==> src/rtl/uart_pkg.sv <==
// uart_pkg: shared UART transmitter state type, data width and line levels
package uart_pkg;
    typedef enum logic [2:0] {IDLE, START, DATA, PARITY, STOP} uart_tx_state_t;
    localparam int DATA_BITS = 8;
    localparam logic LINE_IDLE = 1'b1;
    localparam logic LINE_START = 1'b0;
    localparam logic LINE_STOP = 1'b1;
endpackage

==> src/rtl/uart_baud_gen.sv <==
// uart_baud_gen: bit-period counter that ticks on its terminal count
module uart_baud_gen #(
    parameter int CLK_DIV = 868
) (
    input  logic clk,
    input  logic rst,
    input  logic i_clear,
    input  logic i_enable,
    output logic o_tick
);
    localparam int W = $clog2(CLK_DIV);
    logic [W-1:0] r_cnt;
    assign o_tick = i_enable && (r_cnt == W'(CLK_DIV - 1));
    always_ff @(posedge clk)
        if (rst || i_clear) r_cnt <= '0;
        else if (i_enable) r_cnt <= o_tick ? '0 : r_cnt + 1'b1;
endmodule

==> src/rtl/uart_tx.sv <==
// uart_tx: ready/valid byte in, 8N1/8N2 serial out; define UART_TX_PARITY_EN to add an even parity bit
module uart_tx
    import uart_pkg::*;
#(
    parameter int CLK_DIV   = 868,
    parameter int STOP_BITS = 1
) (
    input  logic       clk,
    input  logic       rst,
    input  logic [7:0] tx_data,
    input  logic       tx_valid,
    output logic       tx_ready,
    output logic       txd,
    output logic       tx_busy
);
`ifdef UART_TX_PARITY_EN
    localparam uart_tx_state_t AFTER_DATA = PARITY;
`else
    localparam uart_tx_state_t AFTER_DATA = STOP;
`endif
    uart_tx_state_t r_state, w_next;
    logic [DATA_BITS-1:0] r_shift;
    logic [2:0] r_bit_idx;
    logic r_stop_idx, r_txd, w_tick, w_hs, w_last_stop, w_txd_next, w_tail_bit;
`ifdef UART_TX_PARITY_EN
    logic r_parity;
`endif

    uart_baud_gen #(.CLK_DIV(CLK_DIV)) u_baud (
        .clk(clk),
        .rst(rst),
        .i_clear(w_next != r_state),
        .i_enable(r_state != IDLE),
        .o_tick(w_tick)
    );

    always_comb begin
        w_last_stop = (r_state == STOP) && (r_stop_idx == 1'(STOP_BITS - 1)) && w_tick;
        tx_ready = !rst && ((r_state == IDLE) || w_last_stop);
        w_hs = tx_valid && tx_ready;
        w_next = r_state;
        case (r_state)
            IDLE:    w_next = w_hs ? START : IDLE;
            START:   w_next = w_tick ? DATA : START;
            DATA:    w_next = (w_tick && r_bit_idx == 3'(DATA_BITS - 1)) ? AFTER_DATA : DATA;
`ifdef UART_TX_PARITY_EN
            PARITY:  w_next = w_tick ? STOP : PARITY;
`endif
            STOP:    w_next = w_last_stop ? (w_hs ? START : IDLE) : STOP;
            default: w_next = IDLE;
        endcase
    end

`ifdef UART_TX_PARITY_EN
    assign w_tail_bit = (r_state == PARITY) ? r_parity : LINE_STOP;
`else
    assign w_tail_bit = LINE_STOP;
`endif
    // txd is registered from the current state, so the line lags the FSM by one clock
    assign w_txd_next = (r_state == IDLE) ? LINE_IDLE :
                        (r_state == START) ? LINE_START :
                        (r_state == DATA) ? r_shift[0] : w_tail_bit;
    assign txd = r_txd;
    assign tx_busy = !rst && (r_state != IDLE);

    always_ff @(posedge clk) begin
        if (rst) begin
            r_state <= IDLE;
            r_txd <= LINE_IDLE;
            r_shift <= '0;
            r_bit_idx <= '0;
            r_stop_idx <= 1'b0;
`ifdef UART_TX_PARITY_EN
            r_parity <= 1'b0;
`endif
        end else begin
            r_state <= w_next;
            r_txd <= w_txd_next;
            r_shift <= w_hs ? tx_data : (r_state == DATA && w_tick) ? r_shift >> 1 : r_shift;
            r_bit_idx <= (r_state == DATA) ? r_bit_idx + 3'(w_tick) : 3'd0;
            r_stop_idx <= (r_state == STOP && !w_last_stop) ? r_stop_idx ^ w_tick : 1'b0;
`ifdef UART_TX_PARITY_EN
            if (w_hs) r_parity <= ^tx_data;
`endif
        end
    end
endmodule

==> config.mk <==
export PLATFORM = sky130hd
export DESIGN_NAME = uart_tx
export DESIGN_NICKNAME = d
export VERILOG_FILES = /design/src/rtl/uart_pkg.sv /design/src/rtl/uart_baud_gen.sv /design/src/rtl/uart_tx.sv
export SDC_FILE = /design/constraint.sdc
export NUM_CORES = 1
export LEC_CHECK = 0
export CORE_MARGIN = 4
export CORE_UTILIZATION = 55
export DETAILED_ROUTE_END_ITERATION = 16
export GPL_ROUTABILITY_DRIVEN = 0
export PLACE_DENSITY = 0.78
export SLEW_MARGIN = 20
export SYNTH_ARGS = -nofsm -noshare
export SYNTH_HDL_FRONTEND = slang
export SYNTH_SLANG_ARGS = --single-unit
==> constraint.sdc <==
create_clock -name clk -period 2 [get_ports clk]
set_input_delay 0.4 -clock clk [delete_from_list [all_inputs] [get_ports clk]]
set_output_delay 0.4 -clock clk [all_outputs]
set_load 0.05 [all_outputs]
Yosys cells after proc, flatten, opt, wreduce, memory -nomap -nowiden
Index checks and enable logic that the tools add are counted.
{"block": "word_totals", "regBits": 26, "input_bits": 11, "output_inout_bits": 3, "wordCells": 47}
{"block": "classes", "addsub": 2, "n_eq_ne": 6, "muxes": 10, "bitwise": 4, "n_reduce_logical": 19}
{"cell": "two-way mux 8 bit", "n": 2}
{"cell": "case mux 3 bit (4 select lines)", "n": 1}
{"cell": "adder 10 x 1 -> 10 bit, second input constant", "n": 1}
{"cell": "== test 10 bit, second input constant", "n": 1}
{"cell": "two-way mux 10 bit", "n": 1}
{"cell": "logical AND 1 bit", "n": 9}
{"cell": "== test 3 bit, second input constant", "n": 2}
{"cell": "two-way mux 3 bit", "n": 2}
{"cell": "OR reduction 2 bit", "n": 3}
{"cell": "adder 3 x 1 -> 3 bit", "n": 1}
{"cell": "== test 3 x 1 -> 1 bit, second input constant", "n": 1}
{"cell": "== test 3 x 2 -> 1 bit, second input constant", "n": 1}
{"cell": "zero test 3 bit", "n": 1}
{"cell": "two-way mux 1 bit", "n": 3}
{"cell": "inequality test 3 bit", "n": 1}
{"cell": "NOT 1 bit", "n": 3}
{"cell": "nonzero test 3 bit", "n": 1}
{"cell": "zero test 1 bit", "n": 2}
{"cell": "logical OR 1 bit", "n": 2}
{"cell": "two-way mux 2 bit", "n": 1}
{"cell": "nonzero test 2 bit", "n": 1}
{"cell": "bitwise XOR 1 bit", "n": 1}

Longest topological paths before layout
Gate-level depths: netlist of run 1.
{"block": "logic_depth", "ltp_word": 11, "depth_mapped": 7, "mapped_depth_nobuf": 7}

By module
From an unflattened synthesis of run 1, not the netlist that was laid out.
{"block": "hier_totals", "hier_cells": 146, "hier_area_um2": 1273.7}
{"mod": "uart_tx", "instances": 1, "cells_each": 90, "area_each_um2": 768.2, "seq_area_each_um2": 320.3}
{"mod": "uart_baud_gen", "instances": 1, "cells_each": 56, "area_each_um2": 505.5, "seq_area_each_um2": 200.2}

Worst setup path before layout of run 1
Ideal clock, no wire load.
{"block": "synth_timing", "path_type": "register to output", "startpoint": "register u_baud.r_cnt[3]", "endpoint": "output tx_ready", "t_arrival_ns": 3.419, "required_ns": 1.600, "setup_slack_ns": -1.819, "path_stages_with_launch": 4, "path_buffers": 0, "path_cell_list": "dfxtp_1 -> nor4b_4 -> nand4b_2 -> a2111oi_0"}
{"block": "synth_via", "elab_chain_len": 5}
{"element": "from (decl)", "line": "uart_baud_gen.sv:12", "text": "logic [W-1:0] r_cnt;"}
{"element": "from (signal assigned)", "line": "uart_baud_gen.sv:16", "text": "else if (i_enable) r_cnt <= o_tick ? '0 : r_cnt + 1'b1;"}
{"element": "== test 10 bit", "line": "uart_baud_gen.sv:13", "text": "assign o_tick = i_enable && (r_cnt == W'(CLK_DIV - 1));"}
{"element": "logical AND 1 bit", "line": "uart_baud_gen.sv:13"}
{"element": "logical AND 1 bit", "line": "uart_tx.sv:38", "text": "w_last_stop = (r_state == STOP) && (r_stop_idx == 1'(STOP_BITS - 1)) && w_tick;"}
{"element": "logical OR 1 bit", "line": "uart_tx.sv:39", "text": "tx_ready = !rst && ((r_state == IDLE) || w_last_stop);"}
{"element": "logical AND 1 bit", "line": "uart_tx.sv:39"}
{"element": "to (decl)", "line": "uart_tx.sv:12", "text": "output logic tx_ready,"}
Every way passes these cells.

Worst setup path after layout of run 1
Ends and elaborated chain as after synthesis.

==> run_results.csv, run 1 <==
group,metric,value,unit
clock_tree,numCtsBuffers,3,
setup_path,reg2regPathDepth,7,
layout,diodes,0,
die,pin_count,14,
layout,syn2layout_area_growth,29.0,%
hold_path,hold_depth,2,
place,numPortBuffers,13,
synthesis,syn-num-nets,166,
grt,antenna_found_initial,0,
layout,num-fill-cells,176,
hold_path,min_to,"r_shift[5]",
synthesis,synth_area,1340,sq um
layout,nets,191,
power,powerDensity,610,nW/um^2
clock_tree,clock-root-buffer,"clkbuf_4",
die,fp.dieW,57.4,um
sta,worst_clock_skew,0.0112,ns
route,drc,0,
grt,grt_pass1_vias,1227,
synthesis,synthAdderAreaFrac,2.79,%
grt,grt_pass1_wl,5.44,mm
synthesis,synth_area_per_cell,8.84,sq um
clock_tree,cts_tree,"yes",
hold_path,min-delay-path-class,"register to register",
synthesis,synth_compound_area_share,15.9,%
layout,instances_no_fill,204,
layout,layout-drive-gt1-share,26.7,%
synthesis,synth_xor_area_share,5.87,%
sta,finalCritPeriodShare,112,%
sta,finalHoldViolCount,0,
sta,drv_slew,0,
synthesis,synthArstFlopShare,0,%
synthesis,synth_top_family_by_area,"simple AND/OR/NAND/NOR gates",
clock_tree,clock_sinks,26,
place,dp.cells,195,
setup_path,start_kind,"register",
die,die_y,57.4,um
route,drt_iter0_markers,40,
synthesis,synth_common_cells,"dfxtp_1, nor2_1, nand2_1",
setup_path,cp_max_fo,4,
sta,period_minus_slack,2.25,ns
sta,slew_headroom,65.6,%
synthesis,netlist.area_leader.share,38.7,%
synthesis,yosysWarnings,0,
hold_path,min_from,"r_shift[5]",
synthesis,synth_cell_types,44,
layout,utilization,76.1,%
clock_tree,ctsHoldBuffers,0,
sta,setup_ws,-0.247,ns
route,vias_per_cell,6.03,
route,vias,1230,
synthesis,synth_edf_count,0,
sta,fmax,445,MHz
route,drtAntennaViolNets,0,
die,dieArea,3300,sq um
sta,setup_viol,1,
power,p_total,1.06,mW
sta,worst_slew_pin_slew,0.515,ns
clock_tree,clock_path_buffers,2,
setup_path,timing.reg2reg.setup_slack,0.05,ns
synthesis,synth_area_leader_cell,"dfxtp_1",
setup_path,r2r_start,"u_baud.r_cnt[3]",
die,start_util,59.0,%
clock_tree,cts.clk_slew.worst_paths,0.15,ns
die,core_area,2280,sq um
die,rows,17,
power,p_leak,0.643,nW
route,drt_pass1_iterations,4,
setup_path,critPathKind,"register to output port",
synthesis,ys_seq_area_share,38.7,%
sta,rsz0062_at_grt,"yes",
place,place_ws,-0.195,ns
synthesis,synth.area.top_cells,"dfxtp_1, nor3_1, nor2_1",
setup_path,arrival,1.85,ns
job,drv_cap,0,
synthesis,ys_ff_latch,26,
setup_path,required,1.60,ns
place,place.detailed.hpwl,2.32,mm
grt,grt_start_max_net_pins,16,
synthesis,syn_inst,152,
synthesis,yosysMostFrequentCell,"dfxtp_1",
clock_tree,clkLatencyLatePin,0.34,ns
outcome,status,"finished, violations left",
grt,overflow,0,
route,wl_per_cell,16.4,um
synthesis,synthSimpleGateAreaFrac,31.8,%
power,peakVddDrop,464,uV
setup_path,endpoint_kind,"output port",
route,finalWirelength,3.34,mm
clock_tree,h-tree-depth,1,
outcome,failed_checks,"negative setup slack",
grt,track_usage,20.5,%
synthesis,synthMuxAreaShare,0,%
sta,hold_ws,0.478,ns
setup_path,reg2reg_to,"u_baud.r_cnt[0]",
synthesis,synth_flop_cell,"dfxtp_1",
## timing repair
item | CTS | global route
setup endpoints to repair | 12 | 18
gates resized for setup | 3 | 13
cloned | 0 | 1
pin swaps | 1 | 5
setup buffers | 1 | 3
## worst max-delay path: stages (launching register included)
cell and delay [ns]:
dfxtp_2 0.37, nor4b_4 0.38, nand4b_4 0.19, a2111oi_4 0.38, buf_12 0.18
## final cells by class
type	instances	area, sq um	area share [%]
timing repair buffer	28	263	15.2
multi-input combinational	116	846	48.8
clock inverter	1	30.0	1.73
inverter	2	7.51	0.433
clock buffer	3	22.5	1.30
tap	28	35.0	2.02
sequential	26	529	30.5
## through the flow
step,setup TNS [ns],instance area (sq um)
floorplan,-0.0230,1370
global placement,-0.376,1580
detailed placement,-1.74,1580
CTS,-0.253,1650
finish,-0.247,1730
global route,-0.417,1730
## power by group
part | internal, mW | total (mW) | switching, mW | leakage, nW
Sequential | 0.532 | 0.544 | 0.0118 | 0.214
Clock | 0.203 | 0.368 | 0.165 | 0.0279
Combinational | 0.0700 | 0.144 | 0.0742 | 0.400
## flip-flops by register name, summed over array words and instances, names as in the netlist
signal,cells
r_bit_idx,3
r_shift,8
r_state,3
r_stop_idx,1
txd,1
u_baud.r_cnt,10
## cells in the final DEF (no fill, tap or decap), types with 2 or more instances in the layout
cell,Yosys,routed
a21oi_1,10,10
a22oi_1,5,5
a311oi_1,2,2
and2_1,2,2
and3_1,2,2
buf_12,0,2
buf_4,0,15
clkbuf_4,0,3
clkdlybuf4s50_1,0,11
dfxtp_1,26,21
dfxtp_2,0,4
ha_1,3,2
inv_1,2,2
nand2_1,13,13
nand3_1,9,9
nand4_1,3,3
nor2_1,14,13
nor3_1,11,10
nor3_2,5,6
o21ai_0,4,4
xnor2_1,6,6
xor2_1,3,3
## kinds of logic (layout without fill, tap and decap cells)
group | after synthesis | in the layout
buf+inv | 11 | 34
compound gates | 31 | 32
flops | 26 | 26
xor+xnor | 9 | 9
simple gates | 72 | 72
fa+ha+maj | 3 | 3
## worst max path at each step
| stage | startpoint | end | slack (ns) | cells after the start |
|---|---|---|---|---|
| floorplan | u_baud.r_cnt[7] | tx_ready | -0.02 | 3 |
| global placement | rst | u_baud.r_cnt[8] | -0.05 | 5 |
| detailed placement | tx_valid | u_baud.r_cnt[2] | -0.20 | 6 |
| CTS | u_baud.r_cnt[4] | tx_ready | -0.25 | 4 |
| global route | u_baud.r_cnt[3] | tx_ready | -0.31 | 4 |
| finish | u_baud.r_cnt[3] | tx_ready | -0.25 | 4 |
## routing by layer
layer	vias up	wire length, um	GRT usage [%]
met4	0	67	8.94
met5	-	0	0
met3	7	156	2.94
met1	582	1400	26.0
li1	606	-	-
met2	35	1720	34.4
(Power assumes the default switching activity.)
==> run 2: changes to the inputs <==
--- a/config.mk
+++ b/config.mk
@@ -5,6 +5,7 @@
 export SDC_FILE = /design/constraint.sdc
 export NUM_CORES = 1
 export LEC_CHECK = 0
+export ABC_CLOCK_PERIOD_IN_PS = 2000
 export CORE_MARGIN = 4
 export CORE_UTILIZATION = 55
 export DETAILED_ROUTE_END_ITERATION = 16
@@ -14,3 +15,4 @@
 export SYNTH_ARGS = -nofsm -noshare
 export SYNTH_HDL_FRONTEND = slang
 export SYNTH_SLANG_ARGS = --single-unit
+export TNS_END_PERCENT = 100
==> results of run 2 <==
Same layout as run 1: the final DEF is identical, and so are final timing and power.
==> run 3: changes to the inputs <==
--- a/config.mk
+++ b/config.mk
@@ -5,9 +5,10 @@
 export SDC_FILE = /design/constraint.sdc
 export NUM_CORES = 1
 export LEC_CHECK = 0
+export ABC_AREA = 1
 export ABC_CLOCK_PERIOD_IN_PS = 2000
 export CORE_MARGIN = 4
-export CORE_UTILIZATION = 55
+export CORE_UTILIZATION = 56
 export DETAILED_ROUTE_END_ITERATION = 16
 export GPL_ROUTABILITY_DRIVEN = 0
 export PLACE_DENSITY = 0.78
==> run_results.csv, run 3 <==
group,metric,value,unit
synthesis,yosysWarnings,0,
sta,setup_viol,0,
layout,top_regs,"u_baud.r_cnt x10, r_shift x8",
synthesis,yosysMostFrequentCell,"nand2_1",
synthesis,netlist.area_leader.share,34.3,%
clock_tree,clock_sinks,26,
synthesis,synthSimpleGateAreaFrac,43.8,%
sta,setup_ws,0.0500,ns
setup_path,timing.reg2reg.setup_slack,0.14,ns
setup_path,crit_chain,"nor2_1 > inv_1 > nor2_2 > nand3_2 > a21oi_4 > buf_12",
synthesis,synth_xor_area_share,1.15,%
hold_path,hold_depth,2,
setup_path,crit_path_max_incr_delay,0.36,ns
synthesis,ys_ff_latch,26,
setup_path,arrival,1.55,ns
setup_path,critPathKind,"register to output port",
layout,largest-register,"u_baud.r_cnt",
die,pin_count,14,
route,drt_iter0_markers,126,
synthesis,synthMuxAreaShare,0,%
route,vias_per_cell,5.40,
grt,grt_start_max_net_pins,16,
synthesis,synth_flop_cell,"dfxtp_1",
route,vias,1480,
layout,syn2layout_area_growth,21.7,%
synthesis,synth_compound_area_share,8.41,%
synthesis,synth_area,1520,sq um
setup_path,start_kind,"register",
grt,antenna_found_initial,0,
layout,nets,259,
die,rows,18,
die,dieArea,3610,sq um
synthesis,synth_area_leader_cell,"dfxtp_1",
setup_path,r2r_start,"u_baud.r_cnt[2]",
sta,drv_slew,0,
grt,grt_pass1_wl,6.22,mm
clock_tree,cts_tree,"yes",
route,drc,0,
clock_tree,clock_path_buffers,2,
sta,rsz0062_at_grt,"yes",
layout,most-common-layout-cells,"nand2_1, inv_1, dfxtp_1",
power,p_leak,0.763,nW
grt,track_usage,22.8,%
place,place.detailed.hpwl,2.64,mm
setup_path,required,1.60,ns
place,numPortBuffers,13,
sta,finalHoldViolCount,0,
power,peakVddDrop,423,uV
route,drt_pass1_iterations,4,
die,start_util,60.2,%
sta,period_minus_slack,1.95,ns
synthesis,synth_edf_count,0,
layout,layout-drive-gt1-share,23.8,%
synthesis,ys_seq_area_share,34.3,%
sta,worst_clock_skew,0.00366,ns
grt,overflow,0,
setup_path,reg2regPathDepth,11,
sta,finalCritPeriodShare,97.5,%
hold_path,min_to,"r_stop_idx",
setup_path,endpoint_kind,"output port",
power,powerDensity,521,nW/um^2
synthesis,syn-num-nets,236,
layout,multi_input_area,900,sq um
layout,largest_reg_flops,10,
layout,diodes,0,
clock_tree,clkLatencyLatePin,0.32,ns
job,drv_cap,0,
layout,regArea,532,sq um
grt,grt_pass1_vias,1469,
synthesis,synthAdderAreaFrac,2.47,%
synthesis,syn_inst,222,
synthesis,synthArstFlopShare,0,%
sta,fmax,513,MHz
layout,num-fill-cells,202,
hold_path,min_from,"r_stop_idx",
synthesis,synth_area_per_cell,6.84,sq um
layout,layout_commonest_cell,"nand2_1",
setup_path,reg2reg_to,"u_baud.r_cnt[5]",
die,die_y,60.1,um
route,finalWirelength,3.65,mm
clock_tree,numCtsBuffers,3,
synthesis,synth_top_family_by_area,"simple AND/OR/NAND/NOR gates",
clock_tree,cts.clk_slew.worst_paths,0.14,ns
setup_path,cpMaxStageDelayCell,"dfxtp_1",
die,fp.dieW,60.1,um
place,place_ws,0.0841,ns
sta,slew_headroom,67.2,%
sta,worst_slew_pin_slew,0.490,ns
clock_tree,h-tree-depth,1,
hold_path,min-delay-path-class,"register to register",
route,wl_per_cell,13.3,um
die,core_area,2520,sq um
route,drtAntennaViolNets,0,
synthesis,synth_cell_types,30,
synthesis,synth_common_cells,"nand2_1, inv_1, dfxtp_1",
synthesis,synth.area.top_cells,"dfxtp_1, nand2_1, inv_1",
setup_path,cp_max_fo,4,
layout,utilization,73.2,%
clock_tree,clock-root-buffer,"clkbuf_4",
outcome,status,"finished, final reports clean",
[run 3: cell types whose count changed after synthesis, moves of 4 or more]
cell,previous run,this run
nor2_2,1,14
nand2_1,13,47
a22oi_1,5,1
nand3_1,9,20
xnor2_1,6,1
nor3_1,11,3
nor2_1,14,20
inv_1,2,32
nand4_1,3,8
nor3_2,5,1
a21oi_1,10,15
[run 3: kinds of logic (layout without fill, tap and decap cells)]
group	after synthesis	after routing
flops	26	26
compound gates	25	25
simple gates	128	128
buf+inv	38	60
fa+ha+maj	3	3
xor+xnor	2	2
[run 3: worst max path at each step]
stage | slack [ns] | depth (start not counted) | from | to
after floorplan | 0.16 | 5 | u_baud.r_cnt[0] | tx_ready
after global placement | 0.16 | 10 | u_baud.r_cnt[0] | u_baud.r_cnt[0]
after detailed placement | 0.08 | 10 | u_baud.r_cnt[0] | u_baud.r_cnt[3]
after CTS | -0.004 | 6 | u_baud.r_cnt[0] | tx_ready
after global routing | -0.04 | 7 | u_baud.r_cnt[5] | tx_ready
final | 0.05 | 6 | u_baud.r_cnt[2] | tx_ready
[run 3: layout make-up]
type / instances / share of cell area (%)
multi-input cells: 158 / 48.7
flip-flops and latches: 26 / 28.8
repair buffers: 21 / 11.4
inverters: 35 / 7.11
well taps: 30 / 2.03
clock buffers: 4 / 1.96
[run 3: stage by stage]
step | std cells | area (sq um) | TNS, ns | power (mW) | hold WS [ns]
6_report | 274 | 1850 | 0 | 0.962 | 0.492
2_1_floorplan | 222 | 1520 | 0 | 0.643 | 0.437
3_5_place_dp | 266 | 1720 | 0 | 0.698 | 0.463
4_1_cts | 272 | 1820 | -0.00435 | 0.966 | 0.483
3_3_place_gp | 266 | 1720 | 0 | 0.694 | 0.455
5_1_grt | 274 | 1850 | -0.0442 | 1.01 | 0.521
[run 3: per-layer routing]
metal	global-route usage (%)	wire (um)	vias up
met5	0	0	-
met4	10.4	71	0
met3	3.24	229	6
met2	37.2	1790	45
met1	29.4	1560	672
li1	-	-	757
[run 3: repair_timing]
item,in CTS,in global routing
gates resized for setup,13,5
hold buffers,0,0
endpoints found under the setup margin,2,2
setup buffers,2,2
pin swaps,2,2
[run 3: critical path: cells and delay by family, from the launching register on]
family	cells	cell delay (ns)
and+or+nand+nor	3	0.45
DFF	1	0.36
buffers and inverters	2	0.25
AOI/OAI and AO/OA	1	0.17
[run 3: where the power goes]
part	internal, mW	switching, mW
Combinational	0.0650	0.0894
Clock	0.111	0.155
Sequential	0.532	0.0102
